===== config.mk =====
export PLATFORM = sky130hd
export DESIGN_NAME = vector_fetch_sequencer
export DESIGN_NICKNAME = d
export VERILOG_FILES = /design/src/rtl/vector_fetch_sequencer.sv
export SDC_FILE = /design/constraint.sdc
export NUM_CORES = 2
export LEC_CHECK = 0
export ABC_AREA = 0
export CELL_PAD_IN_SITES_DETAIL_PLACEMENT = 0
export CELL_PAD_IN_SITES_GLOBAL_PLACEMENT = 1
export CORE_AREA = 4 4 428 430
export CTS_CLUSTER_DIAMETER = 50
export DETAILED_ROUTE_END_ITERATION = 8
export DIE_AREA = 0 0 432 434
export PLACE_DENSITY_LB_ADDON = 0.1
export SYNTH_ARGS = -nofsm -noshare
export SYNTH_HDL_FRONTEND = slang
export SYNTH_SLANG_ARGS = --single-unit

===== constraint.sdc =====
create_clock -name clk -period 3.86 [get_ports clk]
set_input_delay 0.386 -clock clk [delete_from_list [all_inputs] [get_ports clk]]
set_output_delay 0.386 -clock clk [all_outputs]
set_load 0.1 [all_outputs]

===== src/rtl/vector_fetch_sequencer.sv =====
// Fetches one weight vector and one feature vector, one word-wide beat per cycle
// from two synchronous read ports. Assembles both into full-width vectors and presents
// the pair downstream under a valid/ready handshake. One job is in flight at a time.
module vector_fetch_sequencer #(
    parameter int unsigned NUM_ELEM = 96,
    parameter int unsigned ELEM_W   = 5,
    parameter int unsigned LANES    = 8,
    parameter int unsigned ADDR_W   = 16
) (
    input  logic                         clk,
    input  logic                         rst_n,
    input  logic                         start,
    input  logic [ADDR_W-1:0]            w_base,
    input  logic [ADDR_W-1:0]            f_base,
    output logic                         busy,
    output logic                         done,
    output logic                         w_rd_en,
    output logic [ADDR_W-1:0]            w_addr,
    input  logic [LANES*ELEM_W-1:0]      w_rdata,
    output logic                         f_rd_en,
    output logic [ADDR_W-1:0]            f_addr,
    input  logic [LANES*ELEM_W-1:0]      f_rdata,
    output logic                         out_valid,
    input  logic                         out_ready,
    output logic [NUM_ELEM*ELEM_W-1:0]   weight_vec,
    output logic [NUM_ELEM*ELEM_W-1:0]   feature_vec
);

    localparam int unsigned NUM_BEATS = NUM_ELEM / LANES;
    localparam int unsigned WORD_W    = LANES * ELEM_W;
    localparam int unsigned VEC_W     = NUM_ELEM * ELEM_W;
    localparam int unsigned BEAT_W    = (NUM_BEATS > 1) ? $clog2(NUM_BEATS + 1) : 1;

    if (NUM_ELEM % LANES != 0) begin : g_bad_lanes
        $error("NUM_ELEM must be a multiple of LANES");
    end

    typedef enum logic [1:0] {StIdle, StFetch, StDrain, StHold} state_e;

    state_e              state_q, state_d;
    logic [BEAT_W-1:0]   beat_q;
    logic [ADDR_W-1:0]   w_base_q, f_base_q;
    logic                cap_vld_q;
    logic [BEAT_W-1:0]   cap_beat_q;
    logic                done_q;
    logic [VEC_W-1:0]    weight_q, feature_q;

    // State register; reset abandons any job in progress.
    always_ff @(posedge clk) begin
        if (!rst_n) state_q <= StIdle;
        else        state_q <= state_d;
    end

    // Next-state and control outputs, all decoded from the current state.
    always_comb begin
        state_d   = state_q;
        busy      = (state_q != StIdle);
        out_valid = (state_q == StHold);
        w_rd_en   = 1'b0;
        f_rd_en   = 1'b0;
        w_addr    = '0;
        f_addr    = '0;
        case (state_q)
            StIdle: begin
                if (start) state_d = StFetch;
            end
            StFetch: begin
                w_rd_en = 1'b1;
                f_rd_en = 1'b1;
                // Both ports share the beat index; the sum wraps at the address width.
                w_addr  = w_base_q + ADDR_W'(beat_q);
                f_addr  = f_base_q + ADDR_W'(beat_q);
                if (beat_q == BEAT_W'(NUM_BEATS - 1)) state_d = StDrain;
            end
            StDrain: begin
                state_d = StHold;
            end
            StHold: begin
                if (out_ready) state_d = StIdle;
            end
            default: state_d = StIdle;
        endcase
    end

    // Beat counter, latched bases, read-return tracking and the done pulse.
    always_ff @(posedge clk) begin
        if (!rst_n) begin
            beat_q     <= '0;
            w_base_q   <= '0;
            f_base_q   <= '0;
            cap_vld_q  <= 1'b0;
            cap_beat_q <= '0;
            done_q     <= 1'b0;
        end else begin
            done_q     <= (state_q == StHold) && out_ready;
            // Read data arrives one cycle after issue, so remember which beat it belongs to.
            cap_vld_q  <= (state_q == StFetch);
            cap_beat_q <= beat_q;
            if (state_q == StIdle && start) begin
                w_base_q <= w_base;
                f_base_q <= f_base;
                beat_q   <= '0;
            end else if (state_q == StFetch) begin
                beat_q   <= beat_q + BEAT_W'(1);
            end
        end
    end

    // Vector assembly: returned word for beat k fills elements k*LANES .. k*LANES+LANES-1.
    always_ff @(posedge clk) begin
        if (!rst_n) begin
            weight_q  <= '0;
            feature_q <= '0;
        end else if (cap_vld_q) begin
            for (int b = 0; b < int'(NUM_BEATS); b++) begin
                if (cap_beat_q == BEAT_W'(b)) begin
                    weight_q[b*WORD_W +: WORD_W]  <= w_rdata;
                    feature_q[b*WORD_W +: WORD_W] <= f_rdata;
                end
            end
        end
    end

    assign done        = done_q;
    assign weight_vec  = weight_q;
    assign feature_vec = feature_q;

endmodule

Yosys cells after proc, flatten, opt, wreduce, memory -nomap -nowiden:

Index checks and enable logic that the tools add are counted.

* reduce and logical (&&, ||, !) cells: 19
* bitwise operators: 1
* $add $sub $neg: 3
* equal/unequal tests: 18
* muxes and demuxes: 7

Operators by type and width (count)
* adder 16 x 4 -> 16 bit: 2
* 2-to-1 mux 16 bit: 2
* AND reduction 2 bit: 12
* equality test 4 bit, second input constant: 5
* equality test 4 x 3 -> 1 bit, second input constant: 4
* equality test 4 x 2 -> 1 bit, second input constant: 2
* one-hot mux 2 bit (4 select lines): 1
* 2-to-1 mux 2 bit: 3
* adder 4 x 1 -> 4 bit, second input constant: 1
* equality test 2 bit, second input constant: 2
* equality test 4 x 1 -> 1 bit, second input constant: 1
* logical NOT 4 bit: 1
* inequality test 2 bit, second input constant: 2
* AND reduction 3 bit: 1
* equality test 2 x 1 -> 1 bit, second input constant: 1
* logical AND 1 bit: 2
* logical NOT 2 bit: 1
* inequality test 2 x 1 -> 1 bit, second input constant: 1
* nonzero test 2 bit: 1
* OR reduction 2 bit: 1
* 2-to-1 mux 1 bit: 1
* NOT 1 bit: 1

* bits in registers: 1004
* logic and storage cells: 79
* input port bits: 116

Longest topological paths before layout:

* depth after elaboration: 3
* depth in mapped cells: 7
* gate-level depth less buffers: 7

Worst setup path after synthesis:

No wires, ideal clock.

* kind: register -> output
* from: register beat_q[0]
* to: output f_addr[12]
* setup slack: 74 ps
* required time: 3474 ps
* stages on the path, launching flop included: 8
* data arrival time: 3400 ps
* path through: dfxtp_1 -> ha_1 -> inv_1 -> fa_1 -> nand2b_1 -> a21o_1 -> or4_1 -> a21oi_1

* cells in the longest elaborated chain, start to end: 2

Ends and longest elaborated chain
* from (decl): RTL line 41 `logic [BEAT_W-1:0] beat_q;`
* from (signal assigned): RTL line 104 `beat_q <= beat_q + BEAT_W'(1);`
* adder 16 x 4 -> 16 bit: RTL line 72 `f_addr = f_base_q + ADDR_W'(beat_q);`
* 2-to-1 mux 16 bit: RTL line 63 `case (state_q)`
* to (decl): RTL line 21 `output logic [ADDR_W-1:0] f_addr,`

Every way passes these cells.

Worst setup path after layout:

* from: register beat_q[1]
* to: output f_addr[12]

Same word-level chain as after synthesis.

==> results.md <==
* Clk pin slew, worst setup/hold paths at approximately 0.050 ns
* Main synth FF type: dfxtp_1
* Core area at between 150,000 and 200,000 um2
* CTS tree: done
* Cell Rows at 156
* # Post-CTS Setup Buffers at 0
* Initial DRT Pass Iterations at 5
* Least-Margin Pin Slew at 1.213 ns
* GRT overflow at 0
* Critical path type: register to output pin
* CTS Sinks at around 1,000
* DRC at 0
* CP endpoint kind: output pin
* Slowest library cell on the worst path: or4_1
* Root buffer cell: clkbuf_16
* Final layout net count at 5,680
* Avg Synthesized Cell Area at between 7 and 8 um2
* CP Launch Type: register
* Final setup viols at 0
* Skew-Pair Late Insertion Delay at 0.80 ns
* Synth warn at 0
* Die W at 432 um
* Post-synth ARST share at 0
* Synth area leader: dfxtp_1
* Post-route ant nets at 0
* Worst Skew at roughly 0.022 ns
* Maximum number of pins on one net before global-route repair at just over 90
* Top Ports at about 1,100
* R2R Path End: weight_vec[423]$_SDFFE_PN0P_
* Initial Util at 0.1978
* CP Max Fanout at 7
* DR WL/cell at 25.75 um
* Mapped Cells at 4,597
* Synth cell types at 40
* Share of cells above drive strength 1 at 0.07501
* Worst path required time at approximately 3.5 ns
* R2R Setup Slk at 1.13 ns
* Die height at 434 um
* First-pass GRT wire length at 279,600 um
* H-tree depth at 4
* Fin. Hold Viols at 0
* Synthesized net count at 4,729
* Status: completed
* Max-cap viol count at 0
* Reg2reg start: cap_beat_q[1]$_SDFF_PN0_
* Setup_tns at 0 ns
* Dominant cells by area after synthesis: dfxtp_1 57%, nand2_1 21%, a21oi_1 14%, clkbuf_1 3.8%, buf_6 0.76%
* First DRT Iteration DRCs at about 2,000
* Maximum clock frequency at around 270 MHz
* Hold Path End: w_base_q[14]$_SDFFE_PN0P_
* Slew margin rel. at 0.1885
* DRT Wirelength at between 200,000 and 250,000 um
* Worst Hold Path Cells at 3
* Max-slew violation count at 0
* Hold Path Class: primary input to register
* Post-DP HPWL at 143,000 um
* Vias per cell at 4.286
* Hold path startpoint: w_base[14]
* Final instance area at 54,710 um2
* Die ar. at 187,500 um2
* CP max stage delay at 0.51 ns
* Power density over the cells at about 550 nW/um2
* Post-synth top area share at 0.5653
* Commonest cells in the netlist: 2,005 x nand2_1, 1,009 x a21oi_1, 1,004 x dfxtp_1
* Worst Reg-to-Reg Cells at 5
* Area grow syn2layout at 53.85%
* IO Port Bufs at between 1,000 and 1,500
* Arr. time, crit path at ~3.3 ns
* FF+latch count, synth at 1,004
* Post-Syn Area at roughly 36,000 um2
* RSZ-0062 raised after global routing: no
* Leak Pwr at between 15 and 20 nW
* Vias post-DR at 34,530
* Gr usage total at 0.2112
* CP Cell Sequence: inv_1 > fa_1 > nand2b_1 > a21o_1 > or4_1 > a21oi_1 > buf_6
* Post-route minimum period at 3.637 ns
* Initial antenna violation count at 6
* Number of fill cells at 19,270
* EDFF count, synth at 0
* Cell with the most instances after synthesis: nand2_1
* Register area share after synthesis at 0.5653
* Vias in the first global route at 32,890
* Final period util at 0.9423
* Worst VDD drop at 0.0003029 V
* Gpl congestion at around 0.81
* Num CTS Buffers at 158
* DP Area at 48,980 um2
* Worst-case clock buffer depth at 3
==> worst max-delay path by stage <==
stage                            from    endpoint  cells past startpoint
4_1_cts        beat_q[0]$_SDFFE_PP0P_  f_addr[14]                      8
6_report       beat_q[1]$_SDFFE_PP0P_  f_addr[12]                      7
5_1_grt        beat_q[0]$_SDFFE_PP0P_  f_addr[12]                      8
3_3_place_gp   beat_q[0]$_SDFFE_PP0P_  f_addr[12]                      8
2_1_floorplan  beat_q[0]$_SDFFE_PP0P_  f_addr[12]                      7
3_5_place_dp   beat_q[0]$_SDFFE_PP0P_  f_addr[14]                      8
==> through the flow <==
stage	power, W	hold slack, ns	cells	setup slack, ns	utilization
6_report	0.03001	0.1557	8056	0.2226	0.3043
5_1_grt	0.03103	0.1135	8051	0.01606	0.3042
4_1_cts	0.03053	0.06235	8049	0.0008662	0.3042
3_5_place_dp	0.01478	0.4448	7758	0.8874	0.2725
3_3_place_gp	0.01478	0.4409	7758	0.8674	0.2725
2_1_floorplan	0.01344	0.4400	4597	0.07380	-
==> worst max-delay path: cells and delay by family (launching register included) <==
kind / cells / cell delay (ns)
AND/OR/NAND/NOR: 2 / 0.73
AO/OA/AOI/OAI: 2 / 0.44
buffers and inverters: 2 / 0.40
flip-flops: 1 / 0.42
adder cells (fa/ha/maj): 1 / 0.47
==> cell type report <==
type | instances | area, um2 | share of cell area
antenna | 7 | 17.52 | 0.0003202
clock buffer | 195 | 4338 | 0.07929
clock inverter | 96 | 1359 | 0.02484
inverter | 19 | 78.83 | 0.001441
multi-input combinational | 3174 | 13870 | 0.2536
sequential | 1004 | 20100 | 0.3674
tap | 2370 | 2965 | 0.05420
timing repair buffer | 1191 | 11980 | 0.2189
==> metal layers <==
metal,up-vias,global-route usage,part of all wire
met2,911,0.3794,0.51
met4,2,0.07451,0.034
met5,-,0,0.000063
li1,16680,-,-
met1,16690,0.2449,0.40
met3,253,0.04865,0.056
==> flip-flops by register name, indices dropped and copies added (netlist names) <==
| register | count |
|---|---|
| f_base_q | 16 |
| feature_vec | 480 |
| cap_vld_q | 1 |
| w_base_q | 16 |
| cap_beat_q | 4 |
| done | 1 |
| state_q | 2 |
| beat_q | 4 |
| weight_vec | 480 |
==> report_power, final <==
| group | switching [W] | internal [W] | total (W) | leakage [nW] |
|---|---|---|---|---|
| Clock | 0.00566 | 0.00984 | 0.0155 | 2.77 |
| Sequential | 0.000189 | 0.0106 | 0.0108 | 8.09 |
| Combinational | 0.00294 | 0.000764 | 0.00370 | 7.00 |
==> logic make-up (layout without fill, tap and decap cells) <==
kind of cell / Yosys count / count (layout) / synth area share
buffers and inverters: 419 / 1501 / 0.04983
adder cells (fa/ha/maj): 16 / 16 / 0.006052
XOR/XNOR: 13 / 13 / 0.003202
multiplexers: 3 / 3 / 0.0008445
flip-flops: 1004 / 1004 / 0.5653
AO/OA/AOI/OAI: 1040 / 1040 / 0.1480
AND/OR/NAND/NOR: 2102 / 2102 / 0.2268
other: 0 / 7 / 0
==> cell usage in the layout (no fill, tap or decap), types with 6 or more instances in the layout <==
cell	instances
ha_1	14
clkinv_8	6
nor2_4	9
inv_6	13
diode_2	7
inv_1	17
dfxtp_1	1003
nand2b_1	7
a211oi_1	7
nor2_1	26
clkbuf_8	16
bufinv_16	27
nand2_1	1996
o21ai_0	12
clkbuf_16	162
or3_1	10
buf_12	28
clkinvlp_4	14
nand2_4	9
a21oi_1	1009
xor2_1	6
xnor2_1	7
clkinv_4	7
clkbuf_1	17
clkdlybuf4s50_1	1070
buf_4	91
clkinv_2	28
==> what timing repair did <==
item / in CTS / in global routing
endpoints found under the setup margin: 1 / 2
hold buffers: 0 / 0
pin swaps: 0 / 0
resized for setup: 1 / 2
(Power assumes the default switching activity.)
